<file path="config.mk">
export PLATFORM = sky130hd
export DESIGN_NAME = jtframe_objline_draw
export DESIGN_NICKNAME = d
export VERILOG_FILES = /design/src/rtl/jtframe_objline_draw.sv
export SDC_FILE = /design/constraint.sdc
export NUM_CORES = 1
export LEC_CHECK = 0
export BUFFER_PORTS_ARGS = -buffer_cell sky130_fd_sc_hd__buf_2
export CORE_AREA = 2 2 143 145
export CTS_BUF_LIST = sky130_fd_sc_hd__clkbuf_8
export DETAILED_ROUTE_END_ITERATION = 12
export DIE_AREA = 0 0 145 147
export PLACE_DENSITY = 0.58
export SLEW_MARGIN = 5
export SYNTH_ARGS = -nofsm -noshare
export SYNTH_HDL_FRONTEND = slang
export SYNTH_SLANG_ARGS = --single-unit
</file>
<file path="constraint.sdc">
create_clock -name clk -period 2.87 [get_ports clk]
set_input_delay 0.287 -clock clk [delete_from_list [all_inputs] [get_ports clk]]
set_output_delay 0.287 -clock clk [all_outputs]
set_load 0.03 [all_outputs]
</file>
<file path="src/rtl/jtframe_objline_draw.sv">
// Per-scanline object engine: walks the object table, fetches one 16-pixel row
// for every object crossing the next line and writes its opaque pixels out.
module jtframe_objline_draw #(
    parameter int OBJAW = 6,
    parameter int CODEW = 12,
    parameter int PALW  = 3,
    parameter int BUFAW = 9,
    parameter int LIMIT = 32
) (
    input  logic             clk,
    input  logic             rst_n,
    input  logic             hs,
    input  logic [7:0]       vrender,
    input  logic             flip,
    output logic [OBJAW-1:0] scan_addr,
    input  logic [47:0]      scan_dout,
    output logic             rom_cs,
    output logic [CODEW+4:0] rom_addr,
    input  logic [31:0]      rom_data,
    input  logic             rom_ok,
    output logic [BUFAW-1:0] buf_addr,
    output logic [PALW+3:0]  buf_din,
    output logic             buf_we,
    output logic             ovf,
    output logic             done
);
    localparam int CNTW = $clog2(LIMIT + 1);

    typedef enum logic [2:0] {IDLE, READ, WAIT, CHECK, FETCH, DRAW, NEXT, DONE} state_t;

    state_t           state_q, state_d;
    logic [OBJAW-1:0] idx_q, idx_d;
    logic [CNTW-1:0]  count_q, count_d;
    logic             ovf_q, ovf_d, done_q, done_d, rom_cs_q, rom_cs_d;
    logic [CODEW+4:0] rom_addr_q, rom_addr_d, last_addr_q, last_addr_d;
    logic [63:0]      pix_q, pix_d;
    logic [BUFAW-1:0] x_q, x_d, buf_addr_q, buf_addr_d;
    logic [PALW-1:0]  pal_q, pal_d;
    logic             hflip_q, hflip_d, buf_we_q, buf_we_d;
    logic [3:0]       i_q, i_d;
    logic [PALW+3:0]  buf_din_q, buf_din_d;

    // Entry decode, valid while scan_addr is held after READ
    logic [7:0]       ent_y, ydiff;
    logic [BUFAW-1:0] ent_x;
    logic [CODEW-1:0] ent_code, code_eff;
    logic [PALW-1:0]  ent_pal;
    logic             ent_hflip, ent_vflip, ent_tall, ent_en, hit;
    logic [4:0]       row;
    logic             unused_scan;

    assign ent_y     = scan_dout[7:0];
    assign ent_x     = scan_dout[8 +: BUFAW];
    assign ent_code  = scan_dout[17 +: CODEW];
    assign ent_pal   = scan_dout[33 +: PALW];
    assign ent_hflip = scan_dout[37];
    assign ent_vflip = scan_dout[38];
    assign ent_tall  = scan_dout[39];
    assign ent_en    = scan_dout[40];
    assign unused_scan = ^scan_dout;

    assign ydiff    = vrender - ent_y;
    assign hit      = ent_en && (ent_tall ? (ydiff < 8'd32) : (ydiff < 8'd16));
    assign row      = ent_vflip ? ((ent_tall ? 5'd31 : 5'd15) - ydiff[4:0]) : ydiff[4:0];
    assign code_eff = ent_tall ? {ent_code[CODEW-1:1], row[4]} : ent_code;

    // Horizontal flip reads the pixel row backwards: 15-i == ~i on 4 bits
    logic [3:0]       sel, pix;
    logic [BUFAW-1:0] draw_a;

    assign sel    = hflip_q ? ~i_q : i_q;
    assign pix    = pix_q[{sel, 2'b00} +: 4];
    assign draw_a = x_q + BUFAW'(i_q);

    always_comb begin
        state_d     = state_q;
        idx_d       = idx_q;
        count_d     = count_q;
        ovf_d       = ovf_q;
        done_d      = done_q;
        rom_cs_d    = rom_cs_q;
        rom_addr_d  = rom_addr_q;
        last_addr_d = rom_addr_q;
        pix_d       = pix_q;
        x_d         = x_q;
        pal_d       = pal_q;
        hflip_d     = hflip_q;
        i_d         = i_q;
        buf_addr_d  = buf_addr_q;
        buf_din_d   = buf_din_q;
        buf_we_d    = 1'b0;

        case (state_q)
            READ:  state_d = WAIT;
            WAIT:  state_d = CHECK;
            CHECK: begin
                if (hit && count_q == CNTW'(LIMIT)) begin
                    ovf_d   = 1'b1;
                    done_d  = 1'b1;
                    state_d = DONE;
                end else if (hit) begin
                    count_d    = count_q + CNTW'(1);
                    x_d        = ent_x;
                    pal_d      = ent_pal;
                    hflip_d    = ent_hflip;
                    rom_addr_d = {code_eff, row[3:0], 1'b0};
                    rom_cs_d   = 1'b1;
                    state_d    = FETCH;
                end else begin
                    state_d = NEXT;
                end
            end
            FETCH: begin
                // rom_ok only counts once the address has been stable for a cycle
                if (rom_ok && rom_addr_q == last_addr_q) begin
                    if (!rom_addr_q[0]) begin
                        pix_d[31:0]   = rom_data;
                        rom_addr_d[0] = 1'b1;
                    end else begin
                        pix_d[63:32] = rom_data;
                        rom_cs_d     = 1'b0;
                        i_d          = 4'd0;
                        state_d      = DRAW;
                    end
                end
            end
            DRAW: begin
                buf_addr_d = flip ? ~draw_a : draw_a;
                buf_din_d  = {pal_q, pix};
                buf_we_d   = |pix;
                i_d        = i_q + 4'd1;
                if (i_q == 4'd15) state_d = NEXT;
            end
            NEXT: begin
                if (&idx_q) begin
                    done_d  = 1'b1;
                    state_d = DONE;
                end else begin
                    idx_d   = idx_q + OBJAW'(1);
                    state_d = READ;
                end
            end
            default: ;
        endcase

        if (hs) begin
            state_d  = READ;
            idx_d    = '0;
            count_d  = '0;
            ovf_d    = 1'b0;
            done_d   = 1'b0;
            rom_cs_d = 1'b0;
            buf_we_d = 1'b0;
        end
    end

    always_ff @(posedge clk or negedge rst_n) begin
        if (!rst_n) begin
            state_q     <= IDLE;
            idx_q       <= '0;
            count_q     <= '0;
            ovf_q       <= 1'b0;
            done_q      <= 1'b0;
            rom_cs_q    <= 1'b0;
            rom_addr_q  <= '0;
            last_addr_q <= '0;
            pix_q       <= '0;
            x_q         <= '0;
            pal_q       <= '0;
            hflip_q     <= 1'b0;
            i_q         <= '0;
            buf_addr_q  <= '0;
            buf_din_q   <= '0;
            buf_we_q    <= 1'b0;
        end else begin
            state_q     <= state_d;
            idx_q       <= idx_d;
            count_q     <= count_d;
            ovf_q       <= ovf_d;
            done_q      <= done_d;
            rom_cs_q    <= rom_cs_d;
            rom_addr_q  <= rom_addr_d;
            last_addr_q <= last_addr_d;
            pix_q       <= pix_d;
            x_q         <= x_d;
            pal_q       <= pal_d;
            hflip_q     <= hflip_d;
            i_q         <= i_d;
            buf_addr_q  <= buf_addr_d;
            buf_din_q   <= buf_din_d;
            buf_we_q    <= buf_we_d;
        end
    end

    assign scan_addr = idx_q;
    assign rom_cs    = rom_cs_q;
    assign rom_addr  = rom_addr_q;
    assign buf_addr  = buf_addr_q;
    assign buf_din   = buf_din_q;
    assign buf_we    = buf_we_q;
    assign ovf       = ovf_q;
    assign done      = done_q;
endmodule

</file>
# Word level (Yosys, flattened, before mapping)
# Index checks and enable logic that the tools add are counted.
# totals
regBits,150
word_cells,120
out_inout_bits,43
# classes
n_shift,1
n_bitwise,4
n_eq_ne,22
n_lt_le_gt_ge,2
muxes,42
n_reduce_logical,25
add_sub_neg,6
# ops
cell,count
$shiftx A64 B7 Y4,1
$mux W6,7
$ne A3 B3 Y1 const B,7
$pmux W3 S6,1
$reduce_and A3 Y1,6
$eq A17 B17 Y1,1
$mux W1,17
$mux W3,5
$add A6 B1 Y6 const B,2
$mux W4,3
$ne A2 B2 Y1 const B,6
$reduce_bool A2 Y1,6
$mux W5,2
$add A9 B4 Y9,1
$eq A3 B3 Y1 const B,3
$mux W9,1
$not A9 Y9,1
$lt A8 B5 Y1 const B,1
$lt A8 B6 Y1 const B,1
$pmux W4 S2,1
$reduce_and A4 Y1,2
$sub A8 B8 Y8,1
$reduce_bool A7 Y1,1
$eq A3 B2 Y1 const B,2
other kinds (15),23

# Logic depth before layout (Yosys ltp)
# Gate-level depths: netlist of run 1.
# logic_depth
depth_word,8
mapped_depth,12
mapped_depth_nobuf,10

# Worst setup path after synthesis of run 1
# No wires, ideal clock.
# synth_timing
kind,input to register
start,input vrender[0]
end,"register rom_addr_q[11], in the netlist rom_addr[11]"
setup_ns,0.125
arrival_time_ns,2.620
stages,12
slack_ns,0.125
cell_sequence,inv_1 -> ha_1 -> inv_1 -> fa_1 -> a21o_1 -> a21oi_2 -> xnor2_1 -> a211o_1 -> buf_2 -> nor3_4 -> buf_6 -> mux2_2
# synth_via
elab_chain_cells,7
word_cells_on_any_way,8
cone_classes,add/sub: 1; order compare: 2; mux: 1; bitwise: 1; reduce/logical: 3
# synth_lines
item,line_no,rtl
start: declaration,13,"input logic [7:0] vrender,"
$sub A8 B8 Y8 (*),62,assign ydiff = vrender - ent_y;
$lt A8 B5 Y1 / $lt A8 B6 Y1 (equally long branches),63,assign hit = ent_en && (ent_tall ? (ydiff < 8'd32) : (ydiff < 8'd16));
$mux W1 (*),63,
$logic_and A1 B1 Y1 (*),63,
$logic_and A1 B1 Y1,97,if (hit && count_q == CNTW'(LIMIT)) begin
$not A1 Y1 (no source line),-,
$reduce_and A3 Y1 (no source line) (*),-,
end signal: assignment,182,rom_addr_q <= rom_addr_d;
end: declaration,35,"logic [CODEW+4:0] rom_addr_q, rom_addr_d, last_addr_q, last_addr_d;"
# Mark *: on every way between the ends. The rest lies on a longest branch, timed or not.
# A chain may end at the register's enable or synchronous reset.

# Worst setup path after layout of run 1
# layout_timing
start,register i_q[1]
end,"register buf_we_q, in the netlist buf_we"
# layout_via
elab_chain_cells,6
# layout_lines
item,line_no,rtl
start: declaration,40,"logic [3:0] i_q, i_d;"
start signal: assignment,188,i_q <= i_d;
$not A4 Y4,71,assign sel = hflip_q ? ~i_q : i_q;
$mux W4 (*),71,
$shiftx A64 B7 Y4 (*),72,"assign pix = pix_q[{sel, 2'b00} +: 4];"
$reduce_or A4 Y1 (*),130,buf_we_d = |pix;
$mux W1 (*),93,case (state_q)
$mux W1 (*),146,if (hs) begin
net buf_we_d,39,"logic hflip_q, hflip_d, buf_we_q, buf_we_d;"
end signal: assignment,191,buf_we_q <= buf_we_d;
end: declaration,39,
# The timed path passes the listed nets; every way through them passes the cells marked *.

==> summary.md, run 1 <==
### Floorplan
• cell row count: 52
• starting utilization of the core area: 39.3%
• area of the placeable core: 0.0198 mm2
• die span in x: 145 um
• vertical extent of the die: 147 um
• boundary pin count: 136
• DIE AREA: 0.0213 mm2

### Power
• overall power consumption: 7800 uW
• Power Dens Cells: 843 mW/mm2
• peak supply drop: 351 uV
• Static Leakage: 0.00438 uW

### Clock network
• postcts setup bufs: 0
• TritonCTS clock tree: yes
• cell chosen for the clock root: clkbuf_8
• clk_lat worst skew: 450 ps
• depth of the CTS H-tree: 4
• post-CTS clock slew at the launch and capture registers of the worst setup and hold paths: 80 ps
• number of buffers added by the clock tree synthesis step: 17
• Clock Sink Count: 150
• worst-case clock buffer depth: 2

### Synthesis
• instance count of the mapped netlist: 682
• area of the mapped netlist: 0.00780 mm2
• part of the Yosys area used for sequential elements: 48.1%
• most used flip-flop cell after synthesis: dfrtp_1
• cell type with the highest aggregate area in the netlist: dfrtp_1
• number of flops mapped to enable cells by yosys: 0
• share of synthesized registers carrying an async set or reset: 100%
• Yosys warning count: 0
• register bit count reported by yosys: 150
• net count after synthesis: 793
• Synth cell types: 62
• proportion of netlist area held by the largest area contributor: 48.1%
• top cells by area in the synthesized netlist: dfrtp_1 (48%), mux2_2 (14%), xnor2_1 (4.4%)
• mean post-synth cell area: 11.4 um2

### Timing
• final period demand of the worst path: 2490 ps
• Worst Max-Slew Pin Slew: 971 ps
• Max-Slew Margin vs Limit: 35.1%
• max-slew violation total from the final report: 0
• worst clock skew: 15.7 ps
• setup violation total in the final timing report: 0
• Hold Vio Cnt, Final: 0
• unrepaired setup endpoints after global routing: no
• final worst-path cycle share: 86.9%
• min setup slack post-route: 377 ps
• Setup TNS: 0 ps
• Max Freq: 0.401 GHz

### Route
• number of iterations in the first detailed-routing pass: 4
• via count: 5704
• number of DRC violations after detailed-routing iteration 0: 357
• post-route ant nets: 0
• total length of routed wires: 18.3 mm
• Wirelength per Cell: 16.8 um
• number of vias per cell after detailed routing: 5.25
• number of remaining DRC errors: 0

### Global route
• antenna violations before repair: 3
• pin count of the biggest net entering global routing: 65
• vias in the first global route: 5939
• overflow left after global routing: 0
• global-route wire length before repair: 30.4 mm
• combined global-route utilization of all metal layers: 17.9%

### Setup path
• Worst Path Required: 3160 ps
• Crit Path Category: register to register
• kind of start point of the critical path: register
• crit path max fanout: 22
• data arrival at the endpoint of the critical path: 2780 ps
• Crit. End Element: register

### Placement
• number of buffer cells added on primary ports: 123
• placement-stage cell area: 0.00878 mm2
• estimated wirelength of the detail-placed design: 13.3 mm
• GP Congestion: 0.858
• pre-CTS setup slack: 13.9 ps

### Finish
• most common cell after layout, fill and taps aside: dfrtp_1
• area added between synthesis and finish: 18.6%
• most frequent cells in the layout: dfrtp_1 (149), buf_2 (122), mux2_2 (98)
• Final Cell Area: 0.00925 mm2
• multi-input logic area: 0.00379 mm2
• share of final-layout standard cells stronger than drive strength 1: 35.6%
• register cell area after layout: 0.00375 mm2
• Filler Cells Inserted: 1860
• fin nets: 913

### Worst hold path
• kind of path behind the tightest hold check: input port to register

### Run status
• run status: complete, no violations

### Flow run
• Max-cap violations: 0

-- worst max-delay path, cell delays in order, from the launching register on --
cell and delay (ps):
dfrtp_2 630, buf_4 290, nor2_1 150, mux2_2 330, a222oi_1 320, o21ai_0 150, a22oi_1 290, a41oi_1 190
-- per-layer routing --
layer	track usage, %	share of wire (%)
met2	29.7	48
met5	0	0.071
met3	4.94	5.3
met1	23.0	45
met4	5.15	1.5
-- state kept, by name, indices dropped and copies added, names as in the netlist, 3 cells and up --
| register | cells |
|---|---|
| rom_addr | 17 |
| pix_q | 64 |
| scan_addr | 6 |
| x_q | 9 |
| i_q | 4 |
| buf_addr | 9 |
| last_addr_q | 17 |
| buf_din | 7 |
| state_q | 3 |
| pal_q | 3 |
| count_q | 6 |
-- metrics by stage --
step | hold WS, ps | cells | utilization [%]
after floorplan | -8.59 | 682 | -
after global placement | 314 | 1052 | 44.3
after detailed placement | 329 | 1052 | 44.3
after CTS | 28.0 | 1085 | 46.6
after global routing | 17.3 | 1085 | 46.6
final | 52.9 | 1086 | 46.6
-- cells in the mapped netlist (3+ instances only) --
cell type    n
dfrtp_1    150
mux2_2      98
nand2_1     55
xnor2_1     39
nor2_1      30
o21ai_0     25
clkbuf_1    23
mux2i_1     21
a21oi_1     17
inv_1       17
ha_1        16
nand3_1     15
a22o_1      13
o211ai_1    12
xor2_1      12
a22oi_1     11
buf_2        9
nor2b_1      8
nand4_1      7
nor3_1       7
a21o_1       6
buf_1        6
mux4_2       6
o221ai_1     6
nor3b_1      5
and2_1       4
nand3b_1     4
nor4_1       4
o21a_1       4
a31oi_1      3
and3_1       3
buf_6        3
nand2b_1     3
or2_2        3
-- report_power, final --
group	total [uW]	switching, uW	leakage, uW	internal [uW]
clock network	1870	813	0.000230	1050
logic	2890	1660	0.00214	1230
registers	3040	480	0.00201	2560
-- timing repair --
action | 4_1_cts | 5_1_grt
hold endpoints to repair | 62 | 0
hold buffers | 1 | 0
gates resized for setup | 0 | 0
-- final timing paths --
| check | cells past startpoint | slack (ps) | start | endpoint |
|---|---|---|---|---|
| worst max-delay path | 7 | 380 | i_q[1] | buf_we |
| worst min-delay path | 2 | 50 | scan_dout[22] | rom_addr[10] |
| worst max register to register | 7 | 380 | i_q[1] | buf_we |
| worst min register to register | 0 | 440 | rom_addr[10] | last_addr_q[10] |
| max in group asynchronous | 3 | 1550 | rst_n | buf_addr[0] |
| min in group asynchronous | 2 | 390 | rst_n | rom_addr[3] |
-- final cells by class --
type	count	share of cell area (%)
repair buffers	142	9.10
well taps	270	3.65
multi-input cells	473	41.0
inverters	18	0.730
clock buffers	18	2.68
clock inverters	14	2.23
diodes	1	0.0270
flip-flops and latches	150	40.6
-- logic make-up after synthesis --
kind of cell / Yosys count / share of synthesized area (%)
AO/OA/AOI/OAI: 119 / 10.7
XOR/XNOR: 51 / 5.73
adder cells (fa/ha/maj): 18 / 3.08
buffers and inverters: 59 / 3.27
flip-flops: 150 / 48.1
multiplexers: 127 / 18.9
AND/OR/NAND/NOR: 158 / 10.2
Power figures use the tool's default switching activity.
==> run 2, diff against run 1 <==
--- a/config.mk
+++ b/config.mk
@@ -6,10 +6,11 @@
 export NUM_CORES = 1
 export LEC_CHECK = 0
+export ABC_AREA = 1
 export BUFFER_PORTS_ARGS = -buffer_cell sky130_fd_sc_hd__buf_2
-export CORE_AREA = 2 2 143 145
+export CORE_AREA = 2 2 144 146
 export CTS_BUF_LIST = sky130_fd_sc_hd__clkbuf_8
 export DETAILED_ROUTE_END_ITERATION = 12
-export DIE_AREA = 0 0 145 147
-export PLACE_DENSITY = 0.58
+export DIE_AREA = 0 0 146 148
+export PLACE_DENSITY = 0.57
 export SLEW_MARGIN = 5
 export SYNTH_ARGS = -nofsm -noshare
==> constraint.sdc (replaced) <==
create_clock -name clk -period 2.87 [get_ports clk]
set_input_delay 0.1435 -clock clk [delete_from_list [all_inputs] [get_ports clk]]
set_output_delay 0.1435 -clock clk [all_outputs]
set_load 0.03 [all_outputs]
==> run 2 against run 1 <==
Compared with the run above: clock skew rose by 1.1 ps; first-iteration DRC count rose by 13%; synthesized cell count increased by 44%; non-clock buffer count rose by 49; register-to-register slack gained 320 ps; clock power down 13%; final area increased by 3.9%; setup slack better by 320 ps; sequential power rose by 7.6%; routed wire length grew 7.1%; largest cell class is now sequential cells; highest routed layer is now met4.
==> summary.md, run 2 <==
### Run status
• run status: complete, no violations

### Power
• Static Leakage: 0.00500 uW, +14%
• proportion of power drawn by the clock network: 18.6%, -5.3 points
• Switch Pwr: 3880 uW, +31%
• Switching Fraction: 44.2%, +6.3 points
• total internal power: 4890 uW, +1.1%
• Power Dens Cells: 913 mW/mm2, +8.3%
• proportion of power drawn by flip-flops and latches: 37.2%, -1.8 points
• overall power consumption: 8770 uW, +13%
• combinational cell fraction of total power: 44.2%, +7.2 points
• peak supply drop: 327 uV, -6.8%

### Floorplan
• area of the placeable core: 0.0200 mm2, +0.98%
• die span in x: 146 um, +0.69%
• cell row count: 52, unchanged
• DIE AREA: 0.0216 mm2, +1.4%
• boundary pin count: 136, unchanged
• vertical extent of the die: 148 um, +0.68%
• starting utilization of the core area: 39.2%, -0.13 points

### Clock network
• Clock Sink Count: 150, unchanged
• worst-case clock buffer depth: 2, unchanged
• count of instances resized after the clock tree is built: 0, unchanged
• postcts setup bufs: 0, unchanged
• post-CTS clock slew at the launch and capture registers of the worst setup and hold paths: 100 ps, +20 ps
• clk_lat worst skew: 460 ps, about the same
• number of buffers added by the clock tree synthesis step: 17, unchanged
• cell chosen for the clock root: clkbuf_8
• TritonCTS clock tree: yes
• depth of the CTS H-tree: 4, unchanged
• count of hold buffers inserted by post-cts repair: 57, +56

### Synthesis
• top cells by area in the synthesized netlist: dfrtp_1 (48%), nand2_1 (16%), nand3_1 (5.7%)
• top post-synthesis cells by count: nand2_1 (332), dfrtp_1 (150), inv_1 (102)
• count leader, synth: nand2_1
• Synth cell types: 42, -32%
• cell type with the highest aggregate area in the netlist: dfrtp_1
• register bit count reported by yosys: 150, unchanged
• net count after synthesis: 1090, +37%
• most used flip-flop cell after synthesis: dfrtp_1
• mean post-synth cell area: 8.02 um2, -30%
• share of synthesized registers carrying an async set or reset: 100%, unchanged
• area of the mapped netlist: 0.00785 mm2, +0.64%
• Yosys warning count: 0, unchanged
• number of flops mapped to enable cells by yosys: 0, unchanged
• proportion of netlist area held by the largest area contributor: 47.8%, -0.31 points
• part of the Yosys area used for sequential elements: 47.8%, -0.31 points
• instance count of the mapped netlist: 979, +44%

### Timing
• unrepaired setup endpoints after global routing: no
• Worst Max-Slew Pin Slew: 768 ps, -203 ps
• minimum hold slack: 18.1 ps, -34.7 ps
• max-slew violation total from the final report: 0, unchanged
• min setup slack post-route: 693 ps, +316 ps
• Max-Slew Margin vs Limit: 48.8%, +14 points
• setup violation total in the final timing report: 0, unchanged
• Setup TNS: 0 ps, unchanged
• worst clock skew: 16.8 ps, +1.05 ps
• final period demand of the worst path: 2180 ps, -316 ps
• final worst-path cycle share: 75.9%, -11 points
• Hold Vio Cnt, Final: 0, unchanged
• Max Freq: 0.459 GHz, +14%

### Flow run
• Max-cap violations: 0, unchanged

### Global route
• pin count of the biggest net entering global routing: 67, +3.1%
• antenna violations before repair: 0, -3
• global-route wire length before repair: 32.9 mm, +8.4%
• vias in the first global route: 6527, +9.9%
• overflow left after global routing: 0, unchanged
• combined global-route utilization of all metal layers: 18.8%, +0.97 points

### Finish
• Final Util: 48.0%, +1.4 points
• max reg flops: 64, unchanged
• fin nets: 1260, +38%
• most frequent cells in the layout: nand2_1 (332), dfrtp_1 (150), buf_2 (122)
• share of final-layout standard cells stronger than drive strength 1: 16.5%, -19 points
• area added between synthesis and finish: 22.5%
• most common cell after layout, fill and taps aside: nand2_1
• antenna cell count: 0, -1
• register with the most flip-flops: pix_q

### Setup path
• data arrival at the endpoint of the critical path: 2510 ps, -270 ps
• kind of start point of the critical path: register
• Crit. End Element: register
• Crit Path Category: register to register
• crit path max fanout: 18, -18%
• Worst Path Required: 3210 ps, +50 ps

### Worst hold path
• kind of path behind the tightest hold check: input port to register

### Route
• total length of routed wires: 19.6 mm, +7.1%
• post-route ant nets: 0, unchanged
• via count: 6688, +17%
• number of remaining DRC errors: 0, unchanged
• number of vias per cell after detailed routing: 4.67, -11%
• number of DRC violations after detailed-routing iteration 0: 403, +13%
• number of iterations in the first detailed-routing pass: 7, +3
• Wirelength per Cell: 13.7 um, -19%

### Placement
• pre-CTS setup slack: 561 ps, +547 ps
• GP Congestion: 0.818, -4.6%
• estimated wirelength of the detail-placed design: 13.2 mm, -0.66%
• number of buffer cells added on primary ports: 123, unchanged

## run 2: final timing paths
| check | start | to | slack [ps] | depth (start not counted) |
|---|---|---|---|---|
| max | rom_addr[13] | i_q[0] | 690 | 9 |
| max reg2reg | rom_addr[13] | i_q[0] | 690 | 9 |
| min | scan_dout[17] | rom_addr[5] | 20 | 5 |
| min reg2reg | rom_addr[4] | last_addr_q[4] | 420 | 0 |
| max in group asynchronous | rst_n | pix_q[20] | 1820 | 3 |
| min in group asynchronous | rst_n | buf_addr[5] | 250 | 2 |
## run 2: metal layers
layer	wire length (um)	track usage (%)	vias to the layer above	part of all wire [%]
li1	-	-	3472	-
met1	9100	24.9	3048	47
met2	9280	31.7	151	47
met3	855	3.61	17	4.4
met4	315	5.44	0	1.6
met5	0	0	-	0
## run 2: critical path: stages (launching register included)
cell	delay [ps]
dfrtp_1	410
inv_1	120
nor2_1	60
nor3_1	200
nand2_1	70
nor2_1	200
nand4_1	210
or2_1	550
nand3_1	180
nand2_1	60
## run 2: layout make-up
class / count / area [um2]
timing repair buffer: 191 / 1290
clock inverter: 15 / 159
multi-input combinational: 680 / 3430
fill: 2027 / 10400
sequential: 150 / 3750
inverter: 109 / 414
tap: 270 / 338
clock buffer: 17 / 234
## run 2: through the flow
stage	cells	area [um2]
finish	1432	9610
global route	1432	9610
CTS	1432	9610
detailed placement	1343	8650
global placement	1343	8650
floorplan	979	7850
## run 2: logic make-up after synthesis
group / count (synthesis) / share of synthesized area, %
DFF: 150 / 47.8
AOI/OAI and AO/OA: 112 / 8.53
buffers and inverters: 149 / 8.50
adders and majority gates: 18 / 3.06
xor gates and xnor gates: 37 / 4.46
and+or+nand+nor: 513 / 27.6
## run 2: power by group through the flow
stage,Clock [uW],Combinational (uW),Sequential (uW)
after global routing,1780,4360,3360
after global placement,0,3790,3290
final,1630,3880,3270
after floorplan,0,2490,3580
after CTS,1690,3890,3260
after detailed placement,0,3820,3300
